$ cat config.mk
export PLATFORM = sky130hd
export DESIGN_NAME = lsu_ctrl
export DESIGN_NICKNAME = d
export VERILOG_FILES = /design/src/rtl/lsu_ctrl_pkg.sv /design/src/rtl/lsu_align.sv /design/src/rtl/lsu_ctrl.sv
export SDC_FILE = /design/constraint.sdc
export NUM_CORES = 1
export LEC_CHECK = 0
export CAP_MARGIN = 20
export CELL_PAD_IN_SITES_DETAIL_PLACEMENT = 1
export CELL_PAD_IN_SITES_GLOBAL_PLACEMENT = 1
export CORE_ASPECT_RATIO = 0.75
export CORE_MARGIN = 4
export CORE_UTILIZATION = 31
export CTS_BUF_LIST = sky130_fd_sc_hd__clkbuf_16
export CTS_CLUSTER_DIAMETER = 60
export DETAILED_ROUTE_END_ITERATION = 8
export PLACE_DENSITY_LB_ADDON = 0.1
export SLEW_MARGIN = 20
export SYNTH_ARGS = -nofsm -noshare
export SYNTH_HDL_FRONTEND = slang
export SYNTH_SLANG_ARGS = --single-unit
$ cat constraint.sdc
create_clock -name Clk_i -period 1.7 [get_ports Clk_i]
set_clock_uncertainty 0.15 [all_clocks]
set_input_delay 0.17 -clock Clk_i [delete_from_list [all_inputs] [get_ports Clk_i]]
set_output_delay 0.17 -clock Clk_i [all_outputs]
set_load 0.01 [all_outputs]
$ cat src/rtl/lsu_ctrl_pkg.sv
// Shared LSU definitions: MemOP funct3 codes, FSM states,
// error codes and the latched-op bundle.
package lsu_ctrl_pkg;

  localparam logic [2:0] OP_B  = 3'b000;
  localparam logic [2:0] OP_H  = 3'b001;
  localparam logic [2:0] OP_W  = 3'b010;
  localparam logic [2:0] OP_BU = 3'b100;
  localparam logic [2:0] OP_HU = 3'b101;

  localparam logic [1:0] ERR_NONE = 2'b00;
  localparam logic [1:0] ERR_OP   = 2'b01;
  localparam logic [1:0] ERR_MIS  = 2'b10;
  localparam logic [1:0] ERR_TMO  = 2'b11;

  typedef enum logic [1:0] {
    S_IDLE = 2'd0,
    S_REQ  = 2'd1,
    S_WAIT = 2'd2
  } lsu_state_e;

  typedef struct packed {
    logic       we;
    logic [2:0] op;
    logic [1:0] alo;
    logic [4:0] rd;
  } lsu_op_t;

  function automatic logic op_legal(
    input logic       we,
    input logic [2:0] op
  );
    logic ok;
    ok = (op == OP_B) || (op == OP_H) || (op == OP_W);
    if (!we)
      ok = ok || (op == OP_BU) || (op == OP_HU);
    return ok;
  endfunction

endpackage

$ cat src/rtl/lsu_align.sv
// Lane steering: store byte enables / replicated data,
// and load byte/half extraction with sign/zero extension.
module lsu_align
  import lsu_ctrl_pkg::*;
(
  input  logic [1:0]  size,
  input  logic [1:0]  alo,
  input  logic [31:0] wdata,
  output logic [3:0]  be,
  output logic [31:0] lane,
  input  logic [2:0]  ld_op,
  input  logic [1:0]  ld_alo,
  input  logic [31:0] rdata,
  output logic [31:0] ld_data
);

  logic is_sx;
  logic [7:0]  byt;
  logic [15:0] half;

  // store side: enables and data replicated across lanes
  always_comb begin
    be   = 4'b0000;
    lane = '0;
    unique case (1'b1)
      (size == 2'b00): begin
        be   = 4'b0001 << alo;
        lane = {4{wdata[7:0]}};
      end
      (size == 2'b01): begin
        be   = 4'b0011 << {alo[1], 1'b0};
        lane = {2{wdata[15:0]}};
      end
      default: begin
        be   = 4'b1111;
        lane = wdata;
      end
    endcase
  end

  // load side: pick addressed lane, then extend
  always_comb begin
    is_sx   = !ld_op[2];
    byt     = rdata[{ld_alo, 3'b000} +: 8];
    half    = rdata[{ld_alo[1], 4'b0000} +: 16];
    ld_data = rdata;
    unique case (1'b1)
      (ld_op[1:0] == 2'b00):
        ld_data = {{24{is_sx & byt[7]}}, byt};
      (ld_op[1:0] == 2'b01):
        ld_data = {{16{is_sx & half[15]}}, half};
      default:
        ld_data = rdata;
    endcase
  end

endmodule

$ cat src/rtl/lsu_ctrl.sv
// Load/store sequencer: one outstanding req/gnt/rvalid access.
// Optional LSU_MISALIGN_TRAP_EN traps misaligned half/word ops.
module lsu_ctrl
  import lsu_ctrl_pkg::*;
#(
  parameter int MAX_WAIT = 64
) (
  input  logic        Clk_i,
  input  logic        Rst_n_i,
  input  logic        Req_valid_i,
  output logic        Req_ready_o,
  input  logic        MemWrite_en_i,
  input  logic [2:0]  MemOP_i,
  input  logic [31:0] Addr_i,
  input  logic [31:0] Wdata_i,
  input  logic [4:0]  Rd_i,
  output logic        Stall_o,
  output logic        Dmem_req_o,
  input  logic        Dmem_gnt_i,
  output logic        Dmem_we_o,
  output logic [3:0]  Dmem_be_o,
  output logic [31:0] Dmem_addr_o,
  output logic [31:0] Dmem_wdata_o,
  input  logic        Dmem_rvalid_i,
  input  logic [31:0] Dmem_rdata_i,
  output logic        Ld_valid_o,
  output logic [4:0]  Ld_rd_o,
  output logic [31:0] Ld_data_o,
  output logic        Err_o,
  output logic [1:0]  Err_code_o
);

  localparam int CNT_W = $clog2(MAX_WAIT + 1);
  localparam logic [CNT_W-1:0] CNT_LAST = CNT_W'(MAX_WAIT - 1);

  lsu_state_e state, state_nxt;
  lsu_op_t    cur;
  logic [CNT_W-1:0] cnt;

  logic accept, op_ok, misal, go, err_acc;
  logic busy, adv, tmo;
  logic [3:0]  be;
  logic [31:0] lane, ld_data;

  assign accept  = Req_valid_i && Req_ready_o;
  assign op_ok   = op_legal(MemWrite_en_i, MemOP_i);
`ifdef LSU_MISALIGN_TRAP_EN
  assign misal   = ((MemOP_i[1:0] == 2'b01) && Addr_i[0])
                || ((MemOP_i[1:0] == 2'b10) && (Addr_i[1:0] != 2'b00));
`else
  assign misal   = 1'b0;
`endif
  assign go      = accept && op_ok && !misal;
  assign err_acc = accept && (!op_ok || misal);
  assign busy    = (state != S_IDLE);
  assign adv     = ((state == S_REQ) && Dmem_gnt_i)
                || ((state == S_WAIT) && Dmem_rvalid_i);
  assign tmo     = busy && !adv && (cnt >= CNT_LAST);

  lsu_align u_align (
    .size    (MemOP_i[1:0]),
    .alo     (Addr_i[1:0]),
    .wdata   (Wdata_i),
    .be      (be),
    .lane    (lane),
    .ld_op   (cur.op),
    .ld_alo  (cur.alo),
    .rdata   (Dmem_rdata_i),
    .ld_data (ld_data)
  );

  // state register
  always_ff @(posedge Clk_i or negedge Rst_n_i) begin
    if (!Rst_n_i) state <= S_IDLE;
    else          state <= state_nxt;
  end

  // next-state: store ends on gnt, load on rvalid
  always_comb begin
    state_nxt = state;
    unique case (state)
      S_IDLE: if (go) state_nxt = S_REQ;
      S_REQ: begin
        if (tmo)
          state_nxt = S_IDLE;
        else if (Dmem_gnt_i)
          state_nxt = cur.we ? S_IDLE : S_WAIT;
      end
      S_WAIT: if (tmo || Dmem_rvalid_i) state_nxt = S_IDLE;
      default: state_nxt = S_IDLE;
    endcase
  end

  // FSM-derived handshake outputs
  always_comb begin
    Req_ready_o = (state == S_IDLE);
    Stall_o     = (state != S_IDLE);
  end

  // latch op and run the watchdog
  always_ff @(posedge Clk_i or negedge Rst_n_i) begin
    if (!Rst_n_i) begin
      cur <= '0;
      cnt <= '0;
    end else if (go) begin
      cur <= '{we: MemWrite_en_i, op: MemOP_i,
               alo: Addr_i[1:0], rd: Rd_i};
      cnt <= '0;
    end else if (busy) begin
      cnt <= cnt + 1'b1;
    end
  end

  // bus request: held stable until gnt or timeout
  always_ff @(posedge Clk_i or negedge Rst_n_i) begin
    if (!Rst_n_i) begin
      Dmem_req_o   <= 1'b0;
      Dmem_we_o    <= 1'b0;
      Dmem_be_o    <= '0;
      Dmem_addr_o  <= '0;
      Dmem_wdata_o <= '0;
    end else if (go) begin
      Dmem_req_o   <= 1'b1;
      Dmem_we_o    <= MemWrite_en_i;
      Dmem_be_o    <= be;
      Dmem_addr_o  <= {Addr_i[31:2], 2'b00};
      Dmem_wdata_o <= lane;
    end else if ((state == S_REQ) && (Dmem_gnt_i || tmo)) begin
      Dmem_req_o   <= 1'b0;
    end
  end

  // load result and error pulses
  always_ff @(posedge Clk_i or negedge Rst_n_i) begin
    if (!Rst_n_i) begin
      Ld_valid_o <= 1'b0;
      Ld_rd_o    <= '0;
      Ld_data_o  <= '0;
      Err_o      <= 1'b0;
      Err_code_o <= ERR_NONE;
    end else begin
      Ld_valid_o <= (state == S_WAIT) && Dmem_rvalid_i;
      if ((state == S_WAIT) && Dmem_rvalid_i) begin
        Ld_rd_o   <= cur.rd;
        Ld_data_o <= ld_data;
      end
      Err_o <= err_acc || tmo;
      if (tmo)
        Err_code_o <= ERR_TMO;
      else if (err_acc)
        Err_code_o <= op_ok ? ERR_MIS : ERR_OP;
    end
  end

endmodule

==> impl_metrics.yaml <==
status:
  outcome: "finished with violations"
  failed_checks: "negative setup slack"
worst_setup_path:
  criticalPathCategory: "reg -> reg"
  ff2ff_setup_slack_ns: -0.10
  r2r_cells: 5
  worst_ep_arrival_time_ns: 2.01
  critPathLaunchType: "flop"
  regToRegStartpoint: "cur[7]"
  r2r_end: "Ld_data_o[15]"
  cp-end-kind: "flop"
  critPathMaxFanout: 12
  worst_ep_required_time_ns: 1.90
floorplan:
  core-area_mm2: 0.0187
  io_pins: 223
  die_w_um: 168
  rows: 43
  die_height_um: 128
  start_util_pct: 31.9
  dieArea_mm2: 0.0215
clock_network:
  clkTransAtPathRegs_ns: 0.06
  cts.sinks: 128
  htreeDepth: 4
  cts_tree: "built"
  clockRootBuffer: "clkbuf_16"
  clock_path_buffers: 2
  numCtsBuffers: 17
  worstSkewPairLatency_ns: 0.42
finish:
  instances_no_fill: 1064
  final_core_util_pct: 53.7
  drive_gt1_share_pct: 24.8
  seqCellArea_mm2: 0.00320
  antenna_cells: 0
  nFillCells: 1945
  syn_to_final_growth_pct: 68.2
  multi_input_area_mm2: 0.00277
  nets: 915
logic_synthesis:
  syn_avg_cell_area_um2: 11.4
  synth.yosys.seq_area_share_pct: 53.7
  async_flop_share_pct: 100
  synth_area_leaders: "dfrtp_1 54%, mux2_4 12%, nand2_1 4.8%, mux2i_1 4.5%, nand3_1 3.6%"
  ys_warn_count: 0
  synth_top_family_by_area: "multiplexers"
  ys_ff_latch: 128
  yosys.area_share.simple_pct: 13.4
  yosysTopAreaCellShare_pct: 53.7
  synth_compound_area_share_pct: 10.1
  muxShareOfSynthArea_pct: 18.0
  synth-edff-count: 0
  synthXorXnorAreaFrac_pct: 0.441
  ys.flop_type: "dfrtp_1"
  synthAdderAreaFrac_pct: 0.210
  syn_area_mm2: 0.00596
  synthCells: 525
  synth_top_area_cell: "dfrtp_1"
  netlist-cell-type-count: 51
drt:
  routed_wl_mm: 20.3
  num_vias: 5138
  wl_per_cell_um: 19.1
  vias_per_cell: 4.83
  drc: 0
  postRouteAntennaNets: 0
  drt_first_pass_iters: 4
  first_iter_violations: 274
placed_design:
  port_buffers: 220
  gp_congestion: 0.835
  dp_cells: 1013
  post-dp-hpwl_mm: 14.3
global_routing:
  grt_use_total_pct: 18.8
  grt_pass1_vias: 5651
  grt_remaining_overflow: 0
  grt_pass1_wl_mm: 31.8
  antenna_found_initial: 0
  grt_max_degree: 48
power_and_ir_drop:
  p_seq_share_pct: 33.7
  p_sw_w: 0.00505
  ir_drop_mv: 0.606
  powerDensity_mw_per_mm2: 1520
  internal_power_w: 0.0102
  p_leak_nw: 5.06
  clkPwrFrac_pct: 24.0
  p_sw_share_pct: 33.2
  power_frac_comb_pct: 42.3
timing:
  fin_ws_ns: -0.103
  rsz0062_at_grt: "true"
  period_minus_slack_ns: 1.80
  clock.fmax_mhz: 555
  slew_headroom_pct: 59.0
  fin_crit_sh_pct: 106
  final_hold_viol_count: 0
  finalSetupViolCount: 25
  slew_viol_final: 0
  tightest_slew_ns: 0.614
  finalSetupTns_ns: -0.265
min_path:
  min_path_type: "in -> async"
flow_run:
  maxCapViolations: 0
registers in the layout, summed over array words and instances (netlist names), 2 cells and up:
register      cells
Dmem_addr_o      30
Ld_rd_o           5
Dmem_be_o         4
cur              10
Ld_data_o        32
Dmem_wdata_o     32
state             2
cnt               7
Err_code_o        2
worst max path at each step:
stage,end,startpoint,depth (start not counted)
final,Ld_data_o[15],cur[7],5
after global routing,Ld_data_o[15],cur[7],5
after CTS,Dmem_addr_o[3],state[0],6
after detailed placement,Dmem_wdata_o[20],MemOP_i[0],7
after global placement,Dmem_addr_o[16],MemOP_i[0],5
after floorplan,Err_code_o[1],cnt[0],5
power groups by stage:
stage | combinational (W) | clock, W | sequential [W]
2_1_floorplan | 0.00216 | 0 | 0.00550
3_3_place_gp | 0.00602 | 0 | 0.00509
3_5_place_dp | 0.00616 | 0 | 0.00513
4_1_cts | 0.00639 | 0.00372 | 0.00514
5_1_grt | 0.00692 | 0.00388 | 0.00531
6_report | 0.00644 | 0.00365 | 0.00512
cells in the final DEF (no fill, tap or decap), drive strengths merged, types with 2 or more instances in the layout:
| master | n |
|---|---|
| clkinv | 6 |
| nand3b | 7 |
| conb | 2 |
| nand4 | 4 |
| clkbuf | 20 |
| clkinvlp | 3 |
| xor2 | 3 |
| buf | 68 |
| bufbuf | 2 |
| nand3 | 43 |
| a21oi | 23 |
| o311ai | 2 |
| dlygate4sd2 | 7 |
| inv | 14 |
| dlymetal6s2s | 50 |
| a221o | 7 |
| nor2 | 30 |
| mux2 | 55 |
| clkdlybuf4s50 | 160 |
| mux2i | 27 |
| a32oi | 7 |
| bufinv | 2 |
| nand2b | 4 |
| o31ai | 2 |
| o21ai | 44 |
| and3 | 2 |
| dfrtp | 128 |
| nand2 | 76 |
repair_timing:
action | CTS | global route
gates cloned | 4 | 1
setup buffers | 8 | 6
resized for setup | 31 | 105
pin swaps | 5 | 11
hold buffers | 1 | 0
endpoints found under the setup margin | 88 | 153
endpoints found under the hold margin | 128 | 0
layer usage:
layer | up-vias | share of wire, % | global-route usage, %
li1 | 2412 | - | -
met1 | 2552 | 44 | 24.4
met2 | 154 | 48 | 30.3
met3 | 20 | 7.1 | 6.32
met4 | 0 | 1.1 | 5.39
met5 | - | 0 | 0
cells by family after synthesis:
logic type	Yosys count
AO/OA/AOI/OAI	96
XOR/XNOR	3
adder cells (fa/ha/maj)	1
buffers and inverters	43
flip-flops	128
multiplexers	82
other	1
AND/OR/NAND/NOR	171
metrics by stage:
stage | total power [W] | setup slack, ns | hold slack [ns] | instance area [um^2]
2_1_floorplan | 0.00766 | 0.0464 | -0.276 | 5960
3_3_place_gp | 0.0111 | -0.340 | -0.0516 | 8780
3_5_place_dp | 0.0113 | -0.354 | -0.0461 | 8780
4_1_cts | 0.0152 | -0.0248 | 0.0637 | 9620
5_1_grt | 0.0161 | -0.171 | 0.106 | 10000
6_report | 0.0152 | -0.103 | 0.0656 | 10000
final cells by class:
type | instances | share of cell area, %
clock inverters | 15 | 1.58
inverters | 10 | 0.399
clock buffers | 17 | 4.24
multi-input cells | 356 | 27.6
flip-flops and latches | 128 | 32.0
repair buffers | 291 | 31.1
well taps | 247 | 3.08
critical path, cell delays in order (launching register included):
cell      delay (ns)
dfrtp_1         0.49
buf_4           0.27
inv_1           0.12
o311ai_0        0.48
a21oi_1         0.12
nor2_1          0.11
synthesized netlist by cell type (8+ instances only):
library cell and n:
inv_1 9, a21oi_1 23, dfrtp_1 128, nand2_1 76
buf_6 8, nor2_1 28, buf_2 9, o21ai_0 42
nand3_1 43, clkbuf_1 11, mux2_4 48, mux2i_1 27
Note: power is estimated with default switching activity, not from simulation.
